===== src/rtl/des_pkg.sv =====
// Shared types and constants for the DES key-schedule controller.
// Vectors follow DES numbering: bit 1 is the MSB of every [1:N] range.
package des_pkg;

    localparam int KEY_W    = 64;
    localparam int CD_W     = 56;
    localparam int HALF_W   = 28;
    localparam int SUBKEY_W = 48;

    typedef enum logic {
        IDLE = 1'b0,
        RUN  = 1'b1
    } state_e;

    typedef enum logic {
        ROT_LEFT  = 1'b0,
        ROT_RIGHT = 1'b1
    } rot_dir_e;

    // Left-rotation amount applied before round r (r = 1..16).
    localparam logic [1:0] SHIFT_SCHED [1:16] = '{
        2'd1, 2'd1, 2'd2, 2'd2, 2'd2, 2'd2, 2'd2, 2'd2,
        2'd1, 2'd2, 2'd2, 2'd2, 2'd2, 2'd2, 2'd2, 2'd1
    };

    // Out-of-range rounds yield no rotation.
    function automatic logic [1:0] shift_of(input logic [4:0] round);
        shift_of = 2'd0;
        if (round >= 5'd1 && round <= 5'd16) begin
            shift_of = SHIFT_SCHED[round];
        end
    endfunction

endpackage


===== src/rtl/des_key_schedule_if.sv =====
// Key-load and subkey-delivery bus between key source, schedule and round datapath.
interface des_key_schedule_if;
    import des_pkg::*;

    // valid/ready: a transfer happens on a rising edge where both are high;
    // once valid is raised the payload holds until that transfer edge.
    logic [1:KEY_W]    key;
    logic              decrypt;
    logic              key_valid;
    logic              key_ready;
    logic [1:SUBKEY_W] subkey;
    logic [3:0]        subkey_round;
    logic              subkey_last;
    logic              subkey_valid;
    logic              subkey_ready;

    modport slave (
        input  key, decrypt, key_valid, subkey_ready,
        output key_ready, subkey, subkey_round, subkey_last, subkey_valid
    );

    modport master (
        output key, decrypt, key_valid, subkey_ready,
        input  key_ready, subkey, subkey_round, subkey_last, subkey_valid
    );

endinterface


===== src/rtl/des_cd_rotate.sv =====
// Rotates the C and D halves independently by 0, 1 or 2 bits, left or right.
module des_cd_rotate
    import des_pkg::*;
(
    input  logic [1:56] cd_i,
    input  logic [1:0]  amount_i,
    input  rot_dir_e    dir_i,
    output logic [1:56] cd_o
);

    function automatic logic [1:28] rot_half(input logic [1:28] h,
                                             input logic [1:0]  n,
                                             input rot_dir_e    d);
        rot_half = h;
        case (n)
            2'd1:    rot_half = (d == ROT_LEFT) ? {h[2:28], h[1]}    : {h[28], h[1:27]};
            2'd2:    rot_half = (d == ROT_LEFT) ? {h[3:28], h[1:2]}  : {h[27:28], h[1:26]};
            default: rot_half = h;
        endcase
    endfunction

    assign cd_o = {rot_half(cd_i[1:28],  amount_i, dir_i),
                   rot_half(cd_i[29:56], amount_i, dir_i)};

endmodule


===== src/rtl/des_pc1.sv =====
// Permuted Choice 1: selects the 56 key bits forming C0 (1..28) and D0 (29..56).
module des_pc1 (
    input  logic [1:64] key_i,
    output logic [1:56] cd_o
);

    localparam int PC1_TBL [1:56] = '{
        57, 49, 41, 33, 25, 17,  9,
         1, 58, 50, 42, 34, 26, 18,
        10,  2, 59, 51, 43, 35, 27,
        19, 11,  3, 60, 52, 44, 36,
        63, 55, 47, 39, 31, 23, 15,
         7, 62, 54, 46, 38, 30, 22,
        14,  6, 61, 53, 45, 37, 29,
        21, 13,  5, 28, 20, 12,  4
    };

    for (genvar i = 1; i <= 56; i++) begin : g_pc1
        assign cd_o[i] = key_i[PC1_TBL[i]];
    end

    // Parity bits never reach the schedule.
    logic unused_parity;
    assign unused_parity = ^{key_i[8], key_i[16], key_i[24], key_i[32],
                             key_i[40], key_i[48], key_i[56], key_i[64]};

endmodule


===== src/rtl/des_pc2.sv =====
// Permuted Choice 2: compresses a 56-bit CD state into a 48-bit round subkey.
module des_pc2 (
    input  logic [1:56] cd_i,
    output logic [1:48] subkey_o
);

    localparam int PC2_TBL [1:48] = '{
        14, 17, 11, 24,  1,  5,
         3, 28, 15,  6, 21, 10,
        23, 19, 12,  4, 26,  8,
        16,  7, 27, 20, 13,  2,
        41, 52, 31, 37, 47, 55,
        30, 40, 51, 45, 33, 48,
        44, 49, 39, 56, 34, 53,
        46, 42, 50, 36, 29, 32
    };

    for (genvar i = 1; i <= 48; i++) begin : g_pc2
        assign subkey_o[i] = cd_i[PC2_TBL[i]];
    end

    logic unused_dropped;
    assign unused_dropped = ^{cd_i[9], cd_i[18], cd_i[22], cd_i[25],
                              cd_i[35], cd_i[38], cd_i[43], cd_i[54]};

endmodule


===== src/rtl/des_key_schedule.sv =====
// DES key-schedule controller: takes one key, then issues the sixteen round
// subkeys one per handshake, in encrypt (K1..K16) or decrypt (K16..K1) order.
module des_key_schedule
    import des_pkg::*;
(
    input  logic                clk,
    input  logic                rst,
    des_key_schedule_if.slave   bus,
    output state_e              dbg_state
);

    state_e              state_q, state_d;
    logic [1:CD_W]       cd_q, cd_d;
    logic [3:0]          step_q, step_d;
    logic                mode_q, mode_d;
    logic [1:SUBKEY_W]   subkey_q, subkey_d;
    logic                load;

    logic [1:CD_W]       pc1_cd;
    logic [1:CD_W]       accept_cd;
    logic [1:CD_W]       rot_cd;
    logic [1:SUBKEY_W]   pc2_subkey;
    logic [4:0]          sched_round;

    des_pc1 u_pc1 (.key_i(bus.key), .cd_o(pc1_cd));

    // Encrypt starts from C1D1; decrypt starts from C0D0, which equals C16D16.
    assign accept_cd = bus.decrypt ? pc1_cd
                                   : {pc1_cd[2:28], pc1_cd[1], pc1_cd[30:56], pc1_cd[29]};

    // Encrypt moves forward by the next round's shift; decrypt undoes the current round's.
    assign sched_round = mode_q ? (5'd16 - {1'b0, step_q}) : ({1'b0, step_q} + 5'd2);

    des_cd_rotate u_rotate (
        .cd_i     (cd_q),
        .amount_i (shift_of(sched_round)),
        .dir_i    (mode_q ? ROT_RIGHT : ROT_LEFT),
        .cd_o     (rot_cd)
    );

    always_comb begin
        state_d = state_q;
        cd_d    = cd_q;
        step_d  = step_q;
        mode_d  = mode_q;
        load    = 1'b0;
        case (state_q)
            IDLE: begin
                if (bus.key_valid) begin
                    state_d = RUN;
                    mode_d  = bus.decrypt;
                    cd_d    = accept_cd;
                    step_d  = 4'd0;
                    load    = 1'b1;
                end
            end
            RUN: begin
                if (bus.subkey_ready) begin
                    if (step_q == 4'd15) begin
                        state_d = IDLE;
                    end else begin
                        step_d = step_q + 4'd1;
                        cd_d   = rot_cd;
                        load   = 1'b1;
                    end
                end
            end
            default: state_d = IDLE;
        endcase
    end

    des_pc2 u_pc2 (.cd_i(cd_d), .subkey_o(pc2_subkey));

    always_comb begin
        subkey_d = subkey_q;
        if (load) begin
            subkey_d = pc2_subkey;
        end
    end

    always_ff @(posedge clk) begin
        if (rst) begin
            state_q  <= IDLE;
            cd_q     <= '0;
            step_q   <= 4'd0;
            mode_q   <= 1'b0;
            subkey_q <= '0;
        end else begin
            state_q  <= state_d;
            cd_q     <= cd_d;
            step_q   <= step_d;
            mode_q   <= mode_d;
            subkey_q <= subkey_d;
        end
    end

    assign bus.key_ready    = (state_q == IDLE);
    assign bus.subkey_valid = (state_q == RUN);
    assign bus.subkey_last  = (state_q == RUN) && (step_q == 4'd15);
    assign bus.subkey_round = mode_q ? (4'd15 - step_q) : step_q;
    assign bus.subkey       = subkey_q;
    assign dbg_state        = state_q;

endmodule

===== src/flat_wrapper.sv =====
// flat-port wrapper written by rule: the top's interface ports become plain ports
module des_key_schedule_flat import des_pkg::*;
  (clk, rst, dbg_state, bus_key, bus_decrypt, bus_key_valid, bus_subkey_ready, bus_key_ready, bus_subkey, bus_subkey_round, bus_subkey_last, bus_subkey_valid);
  des_key_schedule_if bus_i ();
  input  logic clk;
  input  logic rst;
  output state_e dbg_state;
  input wire logic [$bits(bus_i.key)-1:0] bus_key;
  input wire logic [$bits(bus_i.decrypt)-1:0] bus_decrypt;
  input wire logic [$bits(bus_i.key_valid)-1:0] bus_key_valid;
  input wire logic [$bits(bus_i.subkey_ready)-1:0] bus_subkey_ready;
  output wire logic [$bits(bus_i.key_ready)-1:0] bus_key_ready;
  output wire logic [$bits(bus_i.subkey)-1:0] bus_subkey;
  output wire logic [$bits(bus_i.subkey_round)-1:0] bus_subkey_round;
  output wire logic [$bits(bus_i.subkey_last)-1:0] bus_subkey_last;
  output wire logic [$bits(bus_i.subkey_valid)-1:0] bus_subkey_valid;
  assign bus_i.key = bus_key;
  assign bus_i.decrypt = bus_decrypt;
  assign bus_i.key_valid = bus_key_valid;
  assign bus_i.subkey_ready = bus_subkey_ready;
  assign bus_key_ready = bus_i.key_ready;
  assign bus_subkey = bus_i.subkey;
  assign bus_subkey_round = bus_i.subkey_round;
  assign bus_subkey_last = bus_i.subkey_last;
  assign bus_subkey_valid = bus_i.subkey_valid;
  des_key_schedule u_core (.clk(clk), .rst(rst), .bus(bus_i), .dbg_state(dbg_state));
endmodule

===== config.mk =====
export PLATFORM = sky130hd
export DESIGN_NAME = des_key_schedule_flat
export DESIGN_NICKNAME = d
export VERILOG_FILES = /design/src/rtl/des_pkg.sv /design/src/rtl/des_key_schedule_if.sv /design/src/rtl/des_cd_rotate.sv /design/src/rtl/des_pc1.sv /design/src/rtl/des_pc2.sv /design/src/rtl/des_key_schedule.sv /design/src/flat_wrapper.sv
export SDC_FILE = /design/constraint.sdc
export NUM_CORES = 1
export LEC_CHECK = 0
export ABC_CLOCK_PERIOD_IN_PS = 4450
export BUFFER_PORTS_ARGS = -buffer_cell sky130_fd_sc_hd__buf_2
export CORE_ASPECT_RATIO = 0.7
export CORE_MARGIN = 2
export CORE_UTILIZATION = 47
export CTS_CLUSTER_SIZE = 30
export DETAILED_ROUTE_END_ITERATION = 6
export HOLD_SLACK_MARGIN = 0.02
export PLACE_DENSITY_LB_ADDON = 0.15
export RECOVER_POWER = 100
export SKIP_CTS_REPAIR_TIMING = 1
export SLEW_MARGIN = 40
export SYNTH_ARGS = -nofsm -noshare
export SYNTH_HDL_FRONTEND = slang
export SYNTH_SLANG_ARGS = --single-unit
export TNS_END_PERCENT = 30

===== constraint.sdc =====
create_clock -name clk -period 4.45 [get_ports clk]
set_input_delay 0.6675 -clock clk [delete_from_list [all_inputs] [get_ports clk]]
set_output_delay 0.6675 -clock clk [all_outputs]
set_load 0.01 [all_outputs]

# Word level (Yosys, flattened, before mapping)
# Memory sizes are Yosys's and may differ from the RTL's.
# Index checks and enable logic that the tools add are counted.
# Widths: inputs -> output; s select.
# totals
output_inout_bits,56
mem_bits_ro,64
reg_bits,110
n_memories,1
word_cells,55
in_bits,69
# memory_table
name,words,width,rd,rd_clocked_by_memory_dff,write_ports,line,source
(name not given),32,2,1,0,0,des_pkg.sv:30,shift_of = SHIFT_SCHED[round];
# op_classes
n_lt_le_gt_ge,3
eq_ne,7
reduce_logical,5
bitwise,2
n_addsub,4
mux,27
# op_table
cell,count
$mux 56,4
$mux 28,4
$pmux 28 s2,2
$pmux 56 s2,1
$mux 4,4
$pmux 4 s2,1
$ge 6x6->1 const B,1
$mux 2,3
$ne 2x2->1 const B,3
$not 5->6,1
$add 4x2->5 const B,1
$ge 5x1->1 const B,1
$le 5x5->1 const B,1
$mux 1,5
$mux 5,1
$sub 5x4->5 const A,1
$add 4x1->4 const B,1
$eq 4x4->1 const B,1
$pmux 1 s2,2
$reduce_and 4->1,1
$sub 4x4->4 const A,1
$ne 3x3->1 const B,1
$reduce_and 3->1,1
$eq 2x1->1 const B,1
4 further kinds,5

# Longest topological paths before layout
# depth
word_depth,12
depth_mapped,14

# By module
# A second synthesis with hierarchy kept.
# unflattened
hier_cells,1011
hier_area_um2,8409.3
# by_module_without_submodules
mod,area_per_inst_um2,cells_each,instances
des_key_schedule,5217.5,591,1
des_cd_rotate,2411.1,316,1
des_pc1,420.4,56,1
des_pc2,360.3,48,1

# Worst setup path after synthesis
# OpenSTA, ideal clock, no wires.
# synth_timing
path_type,reg2reg
startpoint,register u_core.step_q[2]
endpoint,register u_core.subkey_q (netlist bit u_core.bus.subkey[10])
arrival_ns,3.138
slack_ns,1.175
path_buffers,3
setup_time_ns,0.138
t_required_ns,4.312
path_stages_with_launch,15
path_cell_list,dfxtp_1 > buf_6 > inv_1 > ha_1 > and3b_1 > o211ai_1 > or3_1 > a311oi_1 > ha_1 > nand2b_1 > a211o_1 > buf_6 > buf_8 > a222oi_1 > a211oi_1
# synth_via
elab_chain_len,12
elab_cells_between_ends,21
cone_classes,2 x add/sub; 2 x order compare; 3 x eq/ne; 11 x mux; 1 x bitwise; 1 x reduce/logical; 1 x memory
# synth_rtl
element,line,source
start: declaration,des_key_schedule.sv:14,"logic [3:0] step_q, step_d;"
start signal: assignment,des_key_schedule.sv:91,step_q <= step_d;
$sub 5x4->5 / $add 4x2->5 (equally long branches),des_key_schedule.sv:32,"assign sched_round = mode_q ? (5'd16 - {1'b0, step_q}) : ({1'b0, step_q} + 5'd2);"
$mux 5,des_key_schedule.sv:32,
$not 5->6 (implied by the code),des_pkg.sv:30,
$mem_v2 32x2,n/a,
$mux 2 (implied by the code) (2 in series),des_pkg.sv:30,
$mux 2,des_pkg.sv:29,if (round >= 5'd1 && round <= 5'd16) begin
$eq 2x2->1 / $eq 2x1->1 (equally long branches),des_cd_rotate.sv:15,case (n)
$pmux 28 s2,des_cd_rotate.sv:15,
$mux 56,des_key_schedule.sv:59,if (step_q == 4'd15) begin
$mux 56,des_key_schedule.sv:58,if (bus.subkey_ready) begin
$pmux 56 s2,des_key_schedule.sv:47,case (state_q)
end signal: assignment,des_key_schedule.sv:93,subkey_q <= subkey_d;
end: declaration,des_key_schedule.sv:16,"logic [1:SUBKEY_W] subkey_q, subkey_d;"
# Several ways; a longest one is shown, not always the timed one. The select of a mux whose other input is x is not followed.
# A chain may end at the register's enable or synchronous reset.

# Final worst setup path
# layout_timing
startpoint,register u_core.step_q[1]
endpoint,register u_core.subkey_q (netlist bit u_core.bus.subkey[22])
# Same word-level chain as after synthesis.

==> flow_summary.json <==
{
  "cts_htree_levels": 3,
  "grt_start_max_net_pins": 83,
  "avgRoutedWirePerCell_um": 21.2,
  "synth-edff-count": 0,
  "yosys.cell_types.count": 48,
  "hold_violation_count_in_the_final_report": 0,
  "cts_root_buffer": "clkbuf_16",
  "detail_route.wirelength.met1_mm": 10.5,
  "route.met3.wl_mm": 2.00,
  "violations_in_the_final_reports": "design-rule violations, max-capacitance violations, max-slew violations",
  "synthDominantCellAreaShare": 0.318,
  "clock_sink_count": 110,
  "top_level_ports": 125,
  "netlist_instances": 698,
  "r2r_slack_ns": 0.29,
  "powerDensity_nw_per_um2": 342,
  "synthMostInstantiatedCell": "mux2_2",
  "setup_total_negative_slack_ns": 0,
  "critical_path.startpoint_type": "register",
  "antenna_left": 0,
  "post_synth_instance_area_um2": 6920,
  "initial_antenna_violation_count": 0,
  "timing_worst_slew_pin_value_ns": 1.91,
  "crit_path_start": "u_core.step_q[1]$_SDFFE_PP0P_",
  "cell_internal_pwr_w": 0.00175,
  "post_synth.cell_area_avg_um2": 9.92,
  "run_status": "finished, violations left",
  "cellLeakagePower_nw": 3.00,
  "postSynthRegisterBits": 110,
  "finalCriticalPeriod_ns": 4.16,
  "final.fill_count": 1375,
  "grt_setup_unrepaired": "false",
  "antenna_cells_inserted": 0,
  "initialDrtViolationCount": 787,
  "grt.total_usage": 0.258,
  "combinationalPowerShare": 0.260,
  "rr_startpoint": "u_core.step_q[1]$_SDFFE_PP0P_",
  "worst_clock_skew_ns": 0.00924,
  "design.core.area_um2": 14500,
  "synth_commonest_cells": "mux2_2, nor2_1, dfxtp_1, a211oi_1, a22o_1",
  "hold_path.startpoint": "u_core.bus.subkey[32]$_SDFFE_PP0P_",
  "timing.slew.headroom": -0.284,
  "rows": 37,
  "final_nets": 844,
  "power.total_w": 0.00262,
  "critPathMaxFanout": 37,
  "seq_area_frac_synth": 0.318,
  "p_sw_frac": 0.331,
  "wire_length_of_the_first_global_routing_pass_mm": 31.9,
  "dr.pass1.iters": 7,
  "layout_worst_path_cycle_share": 0.934,
  "routed-via-count": 6057,
  "synthTopCellsByArea": "dfxtp_1, mux2_2, a222oi_1",
  "ir_worst_vdd_uv": 184,
  "detailroute.wirelength.met2_mm": 7.82,
  "syn-num-nets": 775,
  "fp.dieH_um": 106,
  "drv.max_cap_violation_count": 1,
  "fmax_ghz": 0.241,
  "area_delta_synth_final_pct": 10.6,
  "post_drt_via_cell_ratio": 6.26,
  "globalRoute.totalOverflow": 0,
  "wirelength_mm": 20.5,
  "fp.dieW_um": 149,
  "async_reset_ff_frac": 0,
  "final_routed_drc_violation_total": 28,
  "seqPwrFrac": 0.440,
  "buffer_ports.inserted": 116,
  "tritoncts": "yes",
  "yosys_warnings": 0,
  "worstSkewPairLatency_ns": 0.35,
  "start_util": 0.476,
  "switchingPower_w": 0.000869,
  "overall_die_area_um2": 15700,
  "required_time_of_the_critical_path_ns": 4.59,
  "vias_in_the_first_global_route": 5549,
  "maxUsedRoutingLayer": "met4",
  "cts_inserted_buffers": 9,
  "synth-main-ff-cell": "dfxtp_1",
  "worst_setup_path_class": "reg -> reg",
  "worstPathArrival_ns": 4.30,
  "drv_slew": 19,
  "drive_gt1_frac": 0.301,
  "clock_share_of_power": 0.300,
  "gp_congestion": 0.867,
  "clock_slew_at_reported_path_ffs_ns": 0.07,
  "final-setup-viol-count": 0,
  "timing.hold.worst.class": "reg -> reg",
  "setup.worst_path.end_class": "register",
  "synth_top_cell_by_area": "dfxtp_1",
  "sum_of_net_half_perimeters_after_detailed_placement_mm": 14.2,
  "cts_max_path_buffers": 2
}
sequential cells by signal (all words and copies together) (netlist names):
| register | flops |
|---|---|
| u_core.mode_q | 1 |
| u_core.step_q | 4 |
| u_core.cd_q | 56 |
| u_core.bus.subkey | 48 |
| u_core.bus.subkey_valid | 1 |
per-layer routing:
metal	vias to the layer above	global-route usage
met3	20	0.0506
met2	276	0.336
met1	2913	0.427
met4	0	0.0456
li1	2848	-
met5	-	0
power by group through the flow:
stage / clock, W / combinational [W] / sequential (W)
2_1_floorplan: 0 / 0.000480 / 0.00116
3_3_place_gp: 0 / 0.000678 / 0.00117
3_5_place_dp: 0 / 0.000693 / 0.00117
4_1_cts: 0.000797 / 0.000696 / 0.00115
5_1_grt: 0.000840 / 0.000739 / 0.00116
6_report: 0.000786 / 0.000682 / 0.00115
metrics by stage:
step	cell area [um^2]	std cells	hold slack, ns	setup slack, ns	utilization
2_1_floorplan	6920	698	0.505	1.17	-
3_3_place_gp	7490	950	0.484	0.549	0.515
3_5_place_dp	7510	951	0.488	0.439	0.516
4_1_cts	7790	967	0.498	0.424	0.536
5_1_grt	7660	967	0.520	0.0261	0.527
6_report	7660	967	0.499	0.293	0.527
cell families after synthesis:
group                      Yosys count  synth area share
and+or+nand+nor                    135            0.0831
muxes                              169             0.273
DFF                                110             0.318
adders and majority gates            8            0.0145
buffers and inverters               84            0.0710
xor gates and xnor gates             7           0.00885
AOI/OAI and AO/OA                  185             0.232
cell type report:
type / count / area (um^2) / share of cell area
clock buffers: 10 / 229 / 0.0299
clock inverters: 6 / 53.8 / 0.00703
inverters: 7 / 26.3 / 0.00343
multi-input cells: 504 / 4210 / 0.550
flip-flops and latches: 110 / 2210 / 0.288
well taps: 195 / 244 / 0.0319
repair buffers: 135 / 684 / 0.0894
layout by cell type, fill, tap and decap left out, drive strengths merged, types with 4 or more instances in the layout:
master,count
mux2i,12
a2111oi,8
a211oi,56
nor2,112
nand2,4
xor2,4
a221oi,12
buf,72
mux2,157
ha,8
clkbuf,73
a222oi,44
inv,10
nor3,4
dfxtp,110
a22o,48
worst max-delay path, stage by stage (launching register included):
cell      delay, ns
dfxtp_1        0.52
inv_1          0.14
ha_1           0.23
nand4b_1       0.11
o211ai_1       0.15
or3_1          0.39
a311o_1        0.37
ha_1           0.67
buf_4          0.43
a22o_1         0.21
a222oi_1       0.53
a211oi_1       0.17
path summary, 6_finish.rpt:
| check | depth (start not counted) | end |
|---|---|---|
| hold reg to reg | 2 | u_core.bus.subkey[32]$_SDFFE_PP0P_ |
| setup reg to reg | 11 | u_core.bus.subkey[22]$_SDFFE_PP0P_ |
| setup / recovery | 11 | u_core.bus.subkey[22]$_SDFFE_PP0P_ |
| hold / removal | 2 | u_core.bus.subkey[32]$_SDFFE_PP0P_ |
(Power assumes the default switching activity.)
